==> src/rtl/mm_pattern_master_if.sv <==
// Memory-mapped bus between the pattern master and a slave memory.
// Commands are held while waitrequest is high; read data returns one beat per read.
interface mm_pattern_master_if #(
    parameter int unsigned ADDR_W = 8,
    parameter int unsigned DATA_W = 8
);
    logic [ADDR_W-1:0] address;
    logic              write;
    logic [DATA_W-1:0] writedata;
    logic              read;
    logic              waitrequest;
    logic [DATA_W-1:0] readdata;
    logic              readdatavalid;

    modport master (
        output address, write, writedata, read,
        input  waitrequest, readdata, readdatavalid
    );

    modport slave (
        input  address, write, writedata, read,
        output waitrequest, readdata, readdatavalid
    );
endinterface

==> src/rtl/mm_pattern_master.sv <==
// Test master: writes seed+i to BASE_ADDR+i for NUM_WORDS words, optionally
// reads them back and counts mismatches, with IDLE_CYCLES nops before each command.
module mm_pattern_master #(
    parameter int unsigned ADDR_W      = 8,
    parameter int unsigned DATA_W      = 8,
    parameter int unsigned NUM_WORDS   = 16,
    parameter int unsigned BASE_ADDR   = 0,
    parameter int unsigned IDLE_CYCLES = 1,
    parameter int unsigned VERIFY      = 1
) (
    input  logic                  CLK,
    input  logic                  reset,
    input  logic                  start,
    input  logic [DATA_W-1:0]     seed,
    mm_pattern_master_if.master   bus,
    output logic                  busy,
    output logic                  done,
    output logic [15:0]           err_cnt
);
    typedef enum logic [2:0] {IDLE, WR_GAP, WR, RD_GAP, RD, RD_WAIT, DONE} state_e;

    localparam logic [ADDR_W-1:0] BASE     = ADDR_W'(BASE_ADDR);
    localparam logic [ADDR_W-1:0] LAST_IDX = ADDR_W'(NUM_WORDS - 1);
    localparam logic [3:0]        GAP_LAST = 4'(IDLE_CYCLES - 1);
    localparam state_e            WR_ENTRY = (IDLE_CYCLES != 0) ? WR_GAP : WR;
    localparam state_e            RD_ENTRY = (IDLE_CYCLES != 0) ? RD_GAP : RD;

    state_e            state_q, state_d;
    logic [ADDR_W-1:0] index_q, index_d;
    logic [3:0]        gap_q, gap_d;
    logic [DATA_W-1:0] seed_q, seed_d;
    logic [15:0]       err_q, err_d;
    logic              busy_q, busy_d;
    logic              done_q, done_d;
    logic              write_q, write_d;
    logic              read_q, read_d;
    logic [ADDR_W-1:0] address_q, address_d;
    logic [DATA_W-1:0] wdata_q, wdata_d;
    logic [DATA_W-1:0] exp_data;

    always_comb begin
        state_d  = state_q;
        index_d  = index_q;
        gap_d    = gap_q;
        seed_d   = seed_q;
        err_d    = err_q;
        exp_data = seed_q + DATA_W'(index_q);

        case (state_q)
            IDLE: begin
                if (start) begin
                    seed_d  = seed;
                    err_d   = '0;
                    index_d = '0;
                    gap_d   = '0;
                    state_d = WR_ENTRY;
                end
            end
            WR_GAP, RD_GAP: begin
                if (gap_q == GAP_LAST) begin
                    gap_d   = '0;
                    state_d = (state_q == WR_GAP) ? WR : RD;
                end else begin
                    gap_d = gap_q + 4'd1;
                end
            end
            WR: begin
                if (!bus.waitrequest) begin
                    if (index_q == LAST_IDX) begin
                        index_d = '0;
                        state_d = (VERIFY != 0) ? RD_ENTRY : DONE;
                    end else begin
                        index_d = index_q + ADDR_W'(1);
                        state_d = WR_ENTRY;
                    end
                end
            end
            RD: begin
                if (!bus.waitrequest) state_d = RD_WAIT;
            end
            RD_WAIT: begin
                if (bus.readdatavalid) begin
                    if (bus.readdata != exp_data && err_q != '1) err_d = err_q + 16'd1;
                    if (index_q == LAST_IDX) begin
                        state_d = DONE;
                    end else begin
                        index_d = index_q + ADDR_W'(1);
                        state_d = RD_ENTRY;
                    end
                end
            end
            DONE:    state_d = IDLE;
            default: state_d = IDLE;
        endcase

        // Bus outputs are derived from the next state so they are registered yet
        // line up with the state they belong to.
        write_d   = (state_d == WR);
        read_d    = (state_d == RD);
        address_d = (write_d || read_d) ? BASE + index_d : '0;
        wdata_d   = write_d ? seed_d + DATA_W'(index_d) : '0;
        busy_d    = !(state_d == IDLE || state_d == DONE);
        done_d    = (state_d == DONE);
    end

    always_ff @(posedge CLK or posedge reset) begin
        if (reset) begin
            state_q   <= IDLE;
            index_q   <= '0;
            gap_q     <= '0;
            seed_q    <= '0;
            err_q     <= '0;
            busy_q    <= 1'b0;
            done_q    <= 1'b0;
            write_q   <= 1'b0;
            read_q    <= 1'b0;
            address_q <= '0;
            wdata_q   <= '0;
        end else begin
            state_q   <= state_d;
            index_q   <= index_d;
            gap_q     <= gap_d;
            seed_q    <= seed_d;
            err_q     <= err_d;
            busy_q    <= busy_d;
            done_q    <= done_d;
            write_q   <= write_d;
            read_q    <= read_d;
            address_q <= address_d;
            wdata_q   <= wdata_d;
        end
    end

    assign bus.address   = address_q;
    assign bus.write     = write_q;
    assign bus.writedata = wdata_q;
    assign bus.read      = read_q;
    assign busy          = busy_q;
    assign done          = done_q;
    assign err_cnt       = err_q;
endmodule

==> src/flat_wrapper.sv <==
// flat-port wrapper written by rule: the top's interface ports become plain ports
module mm_pattern_master_flat 
#(
    parameter int unsigned ADDR_W      = 8,
    parameter int unsigned DATA_W      = 8,
    parameter int unsigned NUM_WORDS   = 16,
    parameter int unsigned BASE_ADDR   = 0,
    parameter int unsigned IDLE_CYCLES = 1,
    parameter int unsigned VERIFY      = 1
)
  (CLK, reset, start, seed, busy, done, err_cnt, bus_address, bus_write, bus_writedata, bus_read, bus_waitrequest, bus_readdata, bus_readdatavalid);
  mm_pattern_master_if #(.ADDR_W(ADDR_W), .DATA_W(DATA_W)) bus_i ();
  input  logic CLK;
  input  logic reset;
  input  logic start;
  input  logic [DATA_W-1:0] seed;
  output logic busy;
  output logic done;
  output logic [15:0] err_cnt;
  output wire logic [$bits(bus_i.address)-1:0] bus_address;
  output wire logic [$bits(bus_i.write)-1:0] bus_write;
  output wire logic [$bits(bus_i.writedata)-1:0] bus_writedata;
  output wire logic [$bits(bus_i.read)-1:0] bus_read;
  input wire logic [$bits(bus_i.waitrequest)-1:0] bus_waitrequest;
  input wire logic [$bits(bus_i.readdata)-1:0] bus_readdata;
  input wire logic [$bits(bus_i.readdatavalid)-1:0] bus_readdatavalid;
  assign bus_address = bus_i.address;
  assign bus_write = bus_i.write;
  assign bus_writedata = bus_i.writedata;
  assign bus_read = bus_i.read;
  assign bus_i.waitrequest = bus_waitrequest;
  assign bus_i.readdata = bus_readdata;
  assign bus_i.readdatavalid = bus_readdatavalid;
  mm_pattern_master #(.ADDR_W(ADDR_W), .DATA_W(DATA_W), .NUM_WORDS(NUM_WORDS), .BASE_ADDR(BASE_ADDR), .IDLE_CYCLES(IDLE_CYCLES), .VERIFY(VERIFY)) u_core (.CLK(CLK), .reset(reset), .start(start), .seed(seed), .bus(bus_i), .busy(busy), .done(done), .err_cnt(err_cnt));
endmodule
==> config.mk <==
export PLATFORM = sky130hd
export DESIGN_NAME = mm_pattern_master_flat
export DESIGN_NICKNAME = d
export VERILOG_FILES = /design/src/rtl/mm_pattern_master_if.sv /design/src/rtl/mm_pattern_master.sv /design/src/flat_wrapper.sv
export SDC_FILE = /design/constraint.sdc
export NUM_CORES = 1
export LEC_CHECK = 0
export ABC_AREA = 1
export BUFFER_PORTS_ARGS = -buffer_cell sky130_fd_sc_hd__buf_2
export CORE_UTILIZATION = 52
export CTS_CLUSTER_DIAMETER = 120
export DETAILED_ROUTE_END_ITERATION = 7
export MAX_ROUTING_LAYER = met4
export PLACE_DENSITY_LB_ADDON = 0.08
export SLEW_MARGIN = 5
export SYNTH_ARGS = -nofsm -noshare
export SYNTH_HDL_FRONTEND = slang
export SYNTH_SLANG_ARGS = --single-unit
export TNS_END_PERCENT = 30
==> constraint.sdc <==
create_clock -name CLK -period 3 [get_ports CLK]
set_input_delay 0.3 -clock CLK [delete_from_list [all_inputs] [get_ports CLK]]
set_output_delay 0.3 -clock CLK [all_outputs]
set_load 0.02 [all_outputs]
==> flow_metrics.py <==
metrics = {
    "run_status": {
        "status": "finished, final reports clean",
    },
    "route": {
        "drt-pass1-iter-count": 5,
        "wl_per_cell_um": 12.9,
        "wl_um": 9210,
        "drc": 0,
        "vias_per_cell": 5.05,
        "drtIter0Drc": 141,
        "antenna_left": 0,
        "num_vias": 3619,
    },
    "synthesis": {
        "synth_edf_count": 0,
        "ys_warn_count": 0,
        "yosys.area.top_type_share_pct": 37.8,
        "syn_avg_cell_area_sq_um": 7.47,
        "synthArstFlopShare_pct": 100,
        "syn_inst": 523,
        "synth_area_sq_um": 3910,
        "yosysTopAreaCell": "dfrtp_1",
        "synth_ff_type": "dfrtp_1",
        "ys_seq_area_share_pct": 37.8,
        "ys_seq_elements": 59,
        "synth_nets": 565,
        "yosys-top-cells-area": "dfrtp_1 38%, nand2_1 13%, inv_1 7.2%",
        "yosysUniqueCellTypes": 46,
    },
    "place": {
        "dpl.hpwl_um": 6860,
        "port_buffers": 56,
        "placedCellCount": 693,
        "routabilityCongestion": 0.946,
        "dp_slack_ps": -61.1,
    },
    "timing": {
        "fmax_mhz": 335,
        "fin_crit_ps": 2990,
        "rsz0062_at_grt": "true",
        "fin_worst_skew_ps": 11.8,
        "finalWorstSetupSlack_ps": 11.6,
        "drv_slew": 0,
        "worst_slew_pin_slew_ps": 508,
        "setup_violations": 0,
        "period_share_pct": 99.6,
        "final_hold_viol_count": 0,
        "max_slew_margin_pct": 65.9,
    },
    "grt": {
        "gr-total-overflow": 0,
        "grt_max_degree": 34,
        "grt_usage_pct": 26.2,
        "grt_pass1_wl_um": 15000,
        "grt_pass1_vias": 3217,
        "grt_antenna_before_repair": 0,
    },
    "floorplanning": {
        "fp.dieArea_sq_um": 7870,
        "rows": 31,
        "die_h_um": 88.7,
        "start_util_pct": 53.9,
        "core_sq_um": 7250,
        "die_w_um": 88.7,
        "io_pins": 57,
    },
    "cts": {
        "clkTransAtPathRegs_ps": 70,
        "numClockSinks": 59,
        "cts_max_level": 3,
        "cts_made_buffers": 9,
        "cts-root-buf": "clkbuf_8",
        "cts_max_path_buffers": 2,
        "cts_tree": "yes",
        "holdBufCountCts": 0,
        "worstSkewPairLatency_ps": 350,
    },
    "critical_path": {
        "r2r_start": "u_core.index_q[0]$_DFF_PP0_",
        "rr_endpoint": "u_core.bus.writedata[6]$_DFF_PP0_",
        "path_max_fanout": 3,
        "start_kind": "flop",
        "crit_path_end_kind": "flop",
        "crit_required_ps": 3220,
        "crit_arrival_ps": 3210,
        "r2r_cells": 20,
        "regToRegSetupSlack_ps": 10,
        "crit_type": "reg -> reg",
    },
    "power": {
        "power.density_nw_per_um2": 770,
        "p_leak_nw": 2.63,
        "ir_worst_vdd_uv": 603,
    },
    "layout": {
        "layout-drive-gt1-share_pct": 26.4,
        "fin_cells": 716,
        "n_antenna_cell": 0,
        "nets": 654,
        "area_delta_synth_final_pct": 22.1,
    },
    "hold_path": {
        "hold_path.class": "in -> async",
    },
    "run": {
        "cap_violations": 0,
    },
}
-- cells in the final DEF, fill, tap and decap left out, drive strengths merged --
cell,instances
ha,19
nand4,7
a21o,1
nor3b,1
xnor2,5
xor2,9
clkinv,3
fa,2
o21bai,1
nor4,1
dfrtp,59
bufinv,1
o221ai,1
nand3,45
clkinvlp,1
a21boi,1
nor2,57
o21a,1
nor3,13
a31oi,2
o21ai,18
nand2,152
a31o,1
and3,1
or2,2
buf,84
o21ba,1
o211ai,4
o22ai,2
inv,82
a21oi,29
clkbuf,11
-- Yosys cell counts (3+ instances only) --
| cell type | count |
|---|---|
| nand4_1 | 6 |
| o21ai_1 | 3 |
| dfrtp_1 | 59 |
| nor2_2 | 9 |
| nand2_2 | 6 |
| inv_2 | 6 |
| nand2_1 | 140 |
| ha_1 | 19 |
| nand3_1 | 44 |
| xnor2_1 | 5 |
| nor3_1 | 9 |
| nand2_4 | 6 |
| o211ai_1 | 4 |
| a21oi_1 | 27 |
| o21ai_0 | 15 |
| inv_1 | 75 |
| xor2_1 | 9 |
| nor2_1 | 45 |
-- worst max path at each step --
| stage | cells after the start | slack [ps] | end | startpoint |
|---|---|---|---|---|
| floorplan | 20 | 10 | u_core.bus.writedata[6]$_DFF_PP0_ | u_core.index_q[1]$_DFF_PP0_ |
| global placement | 20 | 50 | u_core.bus.writedata[6]$_DFF_PP0_ | u_core.index_q[1]$_DFF_PP0_ |
| detailed placement | 20 | -60 | u_core.bus.writedata[6]$_DFF_PP0_ | u_core.index_q[0]$_DFF_PP0_ |
| CTS | 20 | 8 | u_core.bus.writedata[6]$_DFF_PP0_ | u_core.index_q[1]$_DFF_PP0_ |
| global route | 20 | -150 | u_core.bus.writedata[6]$_DFF_PP0_ | u_core.index_q[0]$_DFF_PP0_ |
| finish | 20 | 10 | u_core.bus.writedata[6]$_DFF_PP0_ | u_core.index_q[0]$_DFF_PP0_ |
-- metal layers --
| metal | up-vias | share of wire, % | GRT usage (%) |
|---|---|---|---|
| li1 | 1844 | - | - |
| met1 | 1672 | 47 | 35.2 |
| met2 | 92 | 46 | 39.9 |
| met3 | 11 | 5.5 | 5.60 |
| met4 | 0 | 1.1 | 7.48 |
| met5 | - | 0 | - |
-- repair_timing --
| item | in CTS | in global routing |
|---|---|---|
| pin swaps | 0 | 16 |
| setup buffers | 1 | 6 |
| gates resized for setup | 3 | 20 |
| setup endpoints to repair | 1 | 3 |
-- cell type report --
cell class                 count  area [sq um]
clock buffer                  11           141
clock inverter                 5          52.6
fill                         653          2480
inverter                      82           310
multi-input combinational    376          2180
sequential                    59          1480
tap                           99           124
timing repair buffer          84           490
-- sequential cells by signal, indices dropped and copies added, names as in the netlist --
| name | cells |
|---|---|
| u_core.bus.address | 8 |
| u_core.bus.read | 1 |
| u_core.bus.write | 1 |
| u_core.bus.writedata | 8 |
| u_core.busy | 1 |
| u_core.done | 1 |
| u_core.err_cnt | 16 |
| u_core.gap_q | 4 |
| u_core.index_q | 8 |
| u_core.seed_q | 8 |
| u_core.state_q | 3 |
-- power breakdown --
part | switching, mW | internal [mW]
registers | 0.119 | 0.979
clock network | 0.320 | 0.402
logic | 1.22 | 0.640
total | 1.65 | 2.02
-- worst max-delay path, cell delays in order, from the launching register on --
cell     delay, ps
dfrtp_1        370
ha_2           220
nand2_4         60
nor2_4         110
inv_2           50
nor2_4          90
inv_2           60
ha_4           250
o21ai_2         50
a21oi_2        120
o21ai_2         80
ha_2           200
fa_2           380
a21oi_2        130
nor2_1          50
nor2_1          90
inv_1           70
a21oi_2        130
o21ba_2        150
xor2_1         130
nor2_1          60
-- per-stage QoR --
step | area (sq um) | utilization (%) | hold slack (ps) | TNS [ps] | power [mW]
final | 4770 | 65.8 | 8.30 | 0 | 3.67
after detailed placement | 4430 | 61.1 | 390 | -61.1 | 2.86
after global placement | 4430 | 61.1 | 388 | 0 | 2.83
after floorplan | 3910 | - | 442 | 0 | 2.40
after global routing | 4770 | 65.8 | 41.8 | -164 | 3.97
after CTS | 4640 | 64.0 | 9.41 | 0 | 3.62
-- logic make-up after synthesis --
| family | after synthesis | share of synthesized area (%) |
|---|---|---|
| flops | 59 | 37.8 |
| buf+inv | 88 | 9.06 |
| simple gates | 279 | 33.8 |
| xor+xnor | 14 | 3.14 |
| fa+ha+maj | 21 | 7.11 |
| compound gates | 62 | 9.09 |
No activity file was read; power rests on OpenSTA's default activity.
